[config.mk]
export PLATFORM = sky130hd
export DESIGN_NAME = mux_sel_ctrl_flat
export DESIGN_NICKNAME = d
export VERILOG_FILES = /design/src/rtl/mux_sel_ctrl_if.sv /design/src/rtl/mux_sel_ctrl.sv /design/src/flat_wrapper.sv
export SDC_FILE = /design/constraint.sdc
export NUM_CORES = 1
export LEC_CHECK = 0
export BUFFER_PORTS_ARGS = -buffer_cell sky130_fd_sc_hd__buf_2
export CORE_AREA = 2 2 39 41
export CTS_CLUSTER_DIAMETER = 80
export DETAILED_ROUTE_END_ITERATION = 10
export DIE_AREA = 0 0 41 43
export HOLD_SLACK_MARGIN = 0.06
export PLACE_DENSITY = 0.41
export SETUP_SLACK_MARGIN = 0.2
export SYNTH_ARGS = -nofsm -noshare
export SYNTH_HDL_FRONTEND = slang
export SYNTH_SLANG_ARGS = --single-unit
[constraint.sdc]
create_clock -name clk -period 3.06 [get_ports clk]
set_input_delay 0.459 -clock clk [delete_from_list [all_inputs] [get_ports clk]]
set_output_delay 0.459 -clock clk [all_outputs]
set_load 0.01 [all_outputs]
[src/rtl/mux_sel_ctrl_if.sv]
// Button-to-select bus for mux_sel_ctrl.
// master: the side driving the raw button (board pin or bench).
// slave : the controller itself.
// auto_en exists only when AUTO_TOGGLE_EN is defined.
interface mux_sel_ctrl_if;
  logic key;
  logic key_stable;
  logic sel;
  logic sel_changed;
`ifdef AUTO_TOGGLE_EN
  logic auto_en;

  modport master (
    output key,
    output auto_en,
    input  key_stable,
    input  sel,
    input  sel_changed
  );

  modport slave (
    input  key,
    input  auto_en,
    output key_stable,
    output sel,
    output sel_changed
  );
`else
  modport master (
    output key,
    input  key_stable,
    input  sel,
    input  sel_changed
  );

  modport slave (
    input  key,
    output key_stable,
    output sel,
    output sel_changed
  );
`endif
endinterface

[src/rtl/mux_sel_ctrl.sv]
// mux_sel_ctrl: turns a raw, bouncing push-button into the mux select line.
// key -> synchroniser -> debounce -> rising-edge detect -> toggle sel.
// sel_changed pulses for one cycle after every change of sel.
// Optional macro AUTO_TOGGLE_EN adds auto_en and a free-running period
// counter that toggles sel every AUTO_PERIOD cycles while auto_en is high.
// All outputs come straight from flops.
module mux_sel_ctrl #(
  parameter int SYNC_STAGES     = 2,
  parameter int DEBOUNCE_CYCLES = 4,
  parameter int AUTO_PERIOD     = 16
) (
  input  logic           clk,
  input  logic           rst,
  mux_sel_ctrl_if.slave  bus
);

  localparam int            DW      = $clog2(DEBOUNCE_CYCLES + 1);
  localparam logic [DW-1:0] DB_LAST = DW'(DEBOUNCE_CYCLES - 1);

  logic [SYNC_STAGES-1:0] sync_q;
  logic                   ks;
  logic [DW-1:0]          db_cnt;
  logic                   key_stable_q;
  logic                   key_stable_d;
  logic                   sel_q;
  logic                   sel_changed_q;
  logic                   press;
  logic                   toggle;

  assign ks = sync_q[SYNC_STAGES-1];

  // Synchroniser chain for the asynchronous button input.
  always_ff @(posedge clk or posedge rst) begin
    if (rst) sync_q <= '0;
    else     sync_q <= {sync_q[SYNC_STAGES-2:0], bus.key};
  end

  // Debounce: accept a new level only after it persists DEBOUNCE_CYCLES edges.
  always_ff @(posedge clk or posedge rst) begin
    if (rst) begin
      db_cnt       <= '0;
      key_stable_q <= 1'b0;
    end else if (ks == key_stable_q) begin
      db_cnt <= '0;
    end else if (db_cnt == DB_LAST) begin
      key_stable_q <= ks;
      db_cnt       <= '0;
    end else begin
      db_cnt <= db_cnt + DW'(1);
    end
  end

  // Delayed copy of the debounced level for rising-edge detection.
  always_ff @(posedge clk or posedge rst) begin
    if (rst) key_stable_d <= 1'b0;
    else     key_stable_d <= key_stable_q;
  end

  assign press = key_stable_q & ~key_stable_d;

`ifdef AUTO_TOGGLE_EN
  localparam int            AW        = $clog2(AUTO_PERIOD);
  localparam logic [AW-1:0] AUTO_LAST = AW'(AUTO_PERIOD - 1);

  logic [AW-1:0] auto_cnt;
  logic          auto_wrap;

  assign auto_wrap = bus.auto_en & (auto_cnt == AUTO_LAST);

  // Period counter; a button press restarts the period so the next auto
  // toggle is a full AUTO_PERIOD after the manual one.
  always_ff @(posedge clk or posedge rst) begin
    if (rst)                                  auto_cnt <= '0;
    else if (!bus.auto_en || press || auto_wrap) auto_cnt <= '0;
    else                                      auto_cnt <= auto_cnt + AW'(1);
  end

  // Press and wrap on the same edge merge into one toggle.
  assign toggle = press | auto_wrap;
`else
  assign toggle = press;
`endif

  // Select register and its one-cycle change pulse.
  always_ff @(posedge clk or posedge rst) begin
    if (rst) begin
      sel_q         <= 1'b0;
      sel_changed_q <= 1'b0;
    end else begin
      sel_changed_q <= toggle;
      if (toggle) sel_q <= ~sel_q;
    end
  end

  assign bus.key_stable  = key_stable_q;
  assign bus.sel         = sel_q;
  assign bus.sel_changed = sel_changed_q;

endmodule

[src/flat_wrapper.sv]
// flat-port wrapper written by rule: the top's interface ports become plain ports
module mux_sel_ctrl_flat 
#(
  parameter int SYNC_STAGES     = 2,
  parameter int DEBOUNCE_CYCLES = 4,
  parameter int AUTO_PERIOD     = 16
)
  (clk, rst, bus_key, bus_key_stable, bus_sel, bus_sel_changed);
  mux_sel_ctrl_if bus_i ();
  input  logic clk;
  input  logic rst;
  input wire logic [$bits(bus_i.key)-1:0] bus_key;
  output wire logic [$bits(bus_i.key_stable)-1:0] bus_key_stable;
  output wire logic [$bits(bus_i.sel)-1:0] bus_sel;
  output wire logic [$bits(bus_i.sel_changed)-1:0] bus_sel_changed;
  assign bus_i.key = bus_key;
  assign bus_key_stable = bus_i.key_stable;
  assign bus_sel = bus_i.sel;
  assign bus_sel_changed = bus_i.sel_changed;
  mux_sel_ctrl #(.SYNC_STAGES(SYNC_STAGES), .DEBOUNCE_CYCLES(DEBOUNCE_CYCLES), .AUTO_PERIOD(AUTO_PERIOD)) u_core (.clk(clk), .rst(rst), .bus(bus_i));
endmodule
==> Word-level counts from Yosys, hierarchy flattened <==
Index checks and enable logic that the tools add are counted.
{ "word_totals": {"inputBits": 3, "regBits": 9, "latchBits": 0, "mem_count": 0, "ramBits": 0, "rom_bits": 0, "out_inout_bits": 3} }
{ "classes": {"n_shift": 0, "bitwise_logic": 4, "n_div": 0, "addsub": 1, "n_eq_ne": 2, "magnitude_cmp": 0, "multipliers": 0, "muxes": 2, "reduce_logical": 1} }
{ "op_table": {"columns": ["cell", "count"], "rows": [
  ["two-way mux 3 bit", 2],
  ["adder 3 x 1 -> 3 bit, second input constant", 1],
  ["equality test 3 x 2 -> 1 bit, second input constant", 1],
  ["inverter 1 bit", 3],
  ["AND reduction 2 bit", 1],
  ["AND 1 bit", 1],
  ["equality test 1 bit", 1]
]} }

==> Depth between registers and ports, before layout <==
{ "logic_depth": {"depth_word": 3, "depth_mapped": 3} }

==> Worst setup path before layout <==
Ideal clock, no wire load.
{ "synth_path": {"kind": "reg2reg", "start": "register u_core.db_cnt[0]", "end": "register u_core.key_stable_q (netlist: u_core.bus.key_stable)", "setup_time_ps": 127, "synth_period_minus_slack_ps": 1102, "path_slack_ps": 1958, "required_time_ps": 2933, "t_arrival_ps": 975, "path_stages_with_launch": 4, "cell_sequence": "dfrtp_1 -> ha_1 -> nor2b_4 -> mux2_1"} }
{ "synth_via": {"elab_chain_cells": 2} }
{ "synth_lines": {"columns": ["item", "line", "rtl"], "rows": [
  ["start: declaration", "mux_sel_ctrl.sv:22", "logic [DW-1:0] db_cnt;"],
  ["start signal: assignment", "mux_sel_ctrl.sv:49", "db_cnt <= db_cnt + DW'(1);"],
  ["equality test 3 x 2 -> 1 bit", "mux_sel_ctrl.sv:45", "end else if (db_cnt == DB_LAST) begin"],
  ["AND reduction 2 bit (no source line)", null, null],
  ["end signal: assignment", "mux_sel_ctrl.sv:46", "key_stable_q <= ks;"],
  ["end: declaration", "mux_sel_ctrl.sv:23", "logic key_stable_q;"]
]} }
Every way passes these cells.
A chain may end at the register's enable or synchronous reset.

==> Final worst setup path <==
{ "layout_path": {"start": "register u_core.key_stable_q (netlist: u_core.bus.key_stable)", "end": "output port bus_key_stable"} }
{ "layout_rtl": {"columns": ["item", "line", "rtl"], "rows": [
  ["end: declaration", "flat_wrapper.sv:13", "output wire logic [$bits(bus_i.key_stable)-1:0] bus_key_stable;"]
]} }
No word-level cell between the ends.

==> metrics.json <==
{
  "outcome": {"value": "finished clean"},
  "maximum_operating_frequency": {"value": 0.786, "unit": "GHz"},
  "io_pins": {"value": 6},
  "grt_overflow": {"value": 0},
  "avg_vias_per_cell": {"value": 3.77},
  "final_instance_count_without_filler_cells": {"value": 44},
  "nets": {"value": 33},
  "placed_cells": {"value": 40},
  "die-width": {"value": 41, "unit": "um"},
  "h-tree-depth": {"value": 1},
  "clock_sinks": {"value": 9},
  "ctsHoldBuffers": {"value": 0},
  "crit_fanout": {"value": 5},
  "grt_max_degree": {"value": 10},
  "clock_tree.root_cell": {"value": "sky130_fd_sc_hd__clkbuf_4"},
  "setup_violations": {"value": 0},
  "drt_iter0_markers": {"value": 6},
  "flops_latches_synth": {"value": 9},
  "hold_viol_final": {"value": 0},
  "grt_pass1_wl": {"value": 634, "unit": "um"},
  "fill_cell_count": {"value": 144},
  "setup.worst_path.end_class": {"value": "output port"},
  "place_worst_setup_slack": {"value": 1.90, "unit": "ns"},
  "area_enclosed_by_the_die_boundary": {"value": 1760, "unit": "um2"},
  "post_dp_cell_area": {"value": 358, "unit": "um2"},
  "number_of_gates_given_a_new_drive_strength_after_cts": {"value": 0},
  "cp.arrival": {"value": 0.81, "unit": "ns"},
  "synth.largest_area_cell": {"value": "sky130_fd_sc_hd__dfrtp_1"},
  "netlist_instances": {"value": 19},
  "ant_nets": {"value": 0},
  "power.switching_fraction": {"value": 0.273},
  "syn2layout_area_growth": {"value": 22.8, "unit": "%"},
  "layout_min_cycle_time": {"value": 1.27, "unit": "ns"},
  "max_slew_margin": {"value": 0.792},
  "drv_slew": {"value": 0},
  "cts_tree": {"value": "built"},
  "floorplan.die.height": {"value": 43, "unit": "um"},
  "switchingPower": {"value": 0.0956, "unit": "mW"},
  "antennaDiodeCount": {"value": 0},
  "detail_route.first_pass.iterations": {"value": 2},
  "tritoncts.num_buffers": {"value": 3},
  "number_of_global_route_vias_before_repair": {"value": 158},
  "number_of_buffers_on_the_longest_clock_path": {"value": 2},
  "share_comb_of_total_power": {"value": 0.250},
  "setup_total_negative_slack": {"value": 0, "unit": "ns"},
  "unrepaired_setup_endpoints_after_global_routing": {"value": "false"},
  "gr-usage-all-layers": {"value": 0.0619},
  "seqPwrFrac": {"value": 0.505},
  "path_cells": {"value": "buf_2"},
  "power.total": {"value": 0.350, "unit": "mW"},
  "syn_area": {"value": 313, "unit": "um2"},
  "postLayoutCoreUtil": {"value": 0.278},
  "timing.final.ws_setup": {"value": 1.79, "unit": "ns"},
  "initial_core_util": {"value": 0.226},
  "gpl.final_weighted_congestion": {"value": 0.676},
  "finalInstanceArea": {"value": 384, "unit": "um2"},
  "mappedNetlistNets": {"value": 23},
  "clock-skew-final": {"value": 0.00608, "unit": "ns"},
  "crit_buf_inv": {"value": 1},
  "powerDensity": {"value": 911, "unit": "nW/um2"},
  "cts_setup_buffers": {"value": 0},
  "wire_per_inst": {"value": 8.20, "unit": "um"},
  "synth_area_per_cell": {"value": 16.5, "unit": "um2"},
  "critPathRequiredTime": {"value": 2.60, "unit": "ns"},
  "startpoint_type": {"value": "register"},
  "max-vdd-ir-drop": {"value": 301, "unit": "uV"},
  "register_area": {"value": 225, "unit": "um2"},
  "post_route_cells_drive_above_1_share": {"value": 0.357},
  "power.clock.fraction": {"value": 0.245},
  "synth_top_cell_area_share": {"value": 0.720},
  "final_min_period_over_clock_period": {"value": 0.416},
  "synth_cell_type_count": {"value": 10},
  "maxCapViolations": {"value": 0},
  "internal_power_consumption": {"value": 0.254, "unit": "mW"},
  "drt_drc_violations_left": {"value": 0},
  "portBuffers": {"value": 5},
  "coreArea": {"value": 1380, "unit": "um2"},
  "seq_area_frac_synth": {"value": 0.720},
  "hold_ws": {"value": 0.141, "unit": "ns"},
  "class_of_the_tightest_hold_or_removal_check": {"value": "primary input to async pin"},
  "route.final.wire_length": {"value": 361, "unit": "um"},
  "max_incr_delay_on_cp": {"value": 0.41, "unit": "ns"},
  "worst-setup-path-type": {"value": "register to output port"},
  "layout_common_cells": {"value": "sky130_fd_sc_hd__dfrtp_1 (9), sky130_fd_sc_hd__buf_2 (5), sky130_fd_sc_hd__clkbuf_4 (3)"},
  "cts.reportedPaths.clkPinSlew": {"value": 0.06, "unit": "ns"},
  "multi_input_area": {"value": 83.8, "unit": "um2"},
  "critical-path-top-delay-family": {"value": "flip-flops"},
  "rows": {"value": 14},
  "insertion_delay": {"value": 0.25, "unit": "ns"},
  "leakagePower": {"value": 0.188, "unit": "nW"},
  "antenna_found_initial": {"value": 0},
  "critical-path-slowest-cell": {"value": "sky130_fd_sc_hd__dfrtp_1"},
  "vias": {"value": 166},
  "layout_commonest_cell": {"value": "sky130_fd_sc_hd__dfrtp_1"},
  "yosys_warnings": {"value": 0},
  "r2r_slack": {"value": 1.90, "unit": "ns"},
  "tightest_slew": {"value": 0.312, "unit": "ns"},
  "netlist_top_cells_area": {"value": "sky130_fd_sc_hd__dfrtp_1 (72%), sky130_fd_sc_hd__nor3b_1 (4.8%), sky130_fd_sc_hd__nor2b_4 (4.4%)"}
}
-- kinds of logic (layout without fill, tap and decap cells) --
group | after synthesis | after routing | synth area share
DFF | 9 | 9 | 0.720
muxes | 1 | 1 | 0.0360
and+or+nand+nor | 5 | 5 | 0.136
buffers and inverters | 1 | 10 | 0.0120
adders and majority gates | 1 | 1 | 0.0400
xor gates and xnor gates | 2 | 2 | 0.0560
-- final cells by class --
type / count / share of cell area
Inverter: 1 / 0.00977
Timing Repair Buffer: 5 / 0.0651
Clock buffer: 4 / 0.0684
Multi-Input combinational cell: 9 / 0.218
Sequential cell: 9 / 0.586
Tap cell: 16 / 0.0521
-- cell usage after synthesis, drive strengths merged --
cell,count
inv,1
xnor2,1
dfrtp,9
nor3b,2
and2b,1
nor3,1
ha,1
mux2,1
nor2b,1
xor2,1
-- metal layers --
layer / global-route usage / vias up / wire (um)
met5: 0 / - / 0
met4: 0 / 0 / 0
met3: 0.0942 / 0 / 31
met2: 0.0781 / 5 / 184
met1: 0.0600 / 81 / 145
li1: - / 80 / -
-- registers in the layout (all words and copies together), names as in the netlist --
name	flops
u_core.bus.key_stable	1
u_core.bus.sel	1
u_core.bus.sel_changed	1
u_core.db_cnt	3
u_core.key_stable_d	1
u_core.sync_q	2
-- worst paths after layout --
| path | start | endpoint | depth (start not counted) |
|---|---|---|---|
| setup / recovery | u_core.bus.key_stable | bus_key_stable | 1 |
| hold / removal | rst | u_core.bus.sel | 2 |
| setup reg to reg | u_core.db_cnt[0] | u_core.bus.key_stable | 3 |
| hold reg to reg | u_core.sync_q[0] | u_core.sync_q[1] | 0 |
| max in group asynchronous | rst | u_core.sync_q[0] | 2 |
| min in group clk | bus_key | u_core.sync_q[0] | 1 |
-- power groups by stage --
stage,registers (mW),clock network [mW],logic (mW)
2_1_floorplan,0.188,0,0.0509
3_3_place_gp,0.178,0,0.0885
3_5_place_dp,0.181,0,0.0896
4_1_cts,0.179,0.0892,0.0895
5_1_grt,0.181,0.102,0.0968
6_report,0.177,0.0856,0.0874
(Power assumes the default switching activity.)
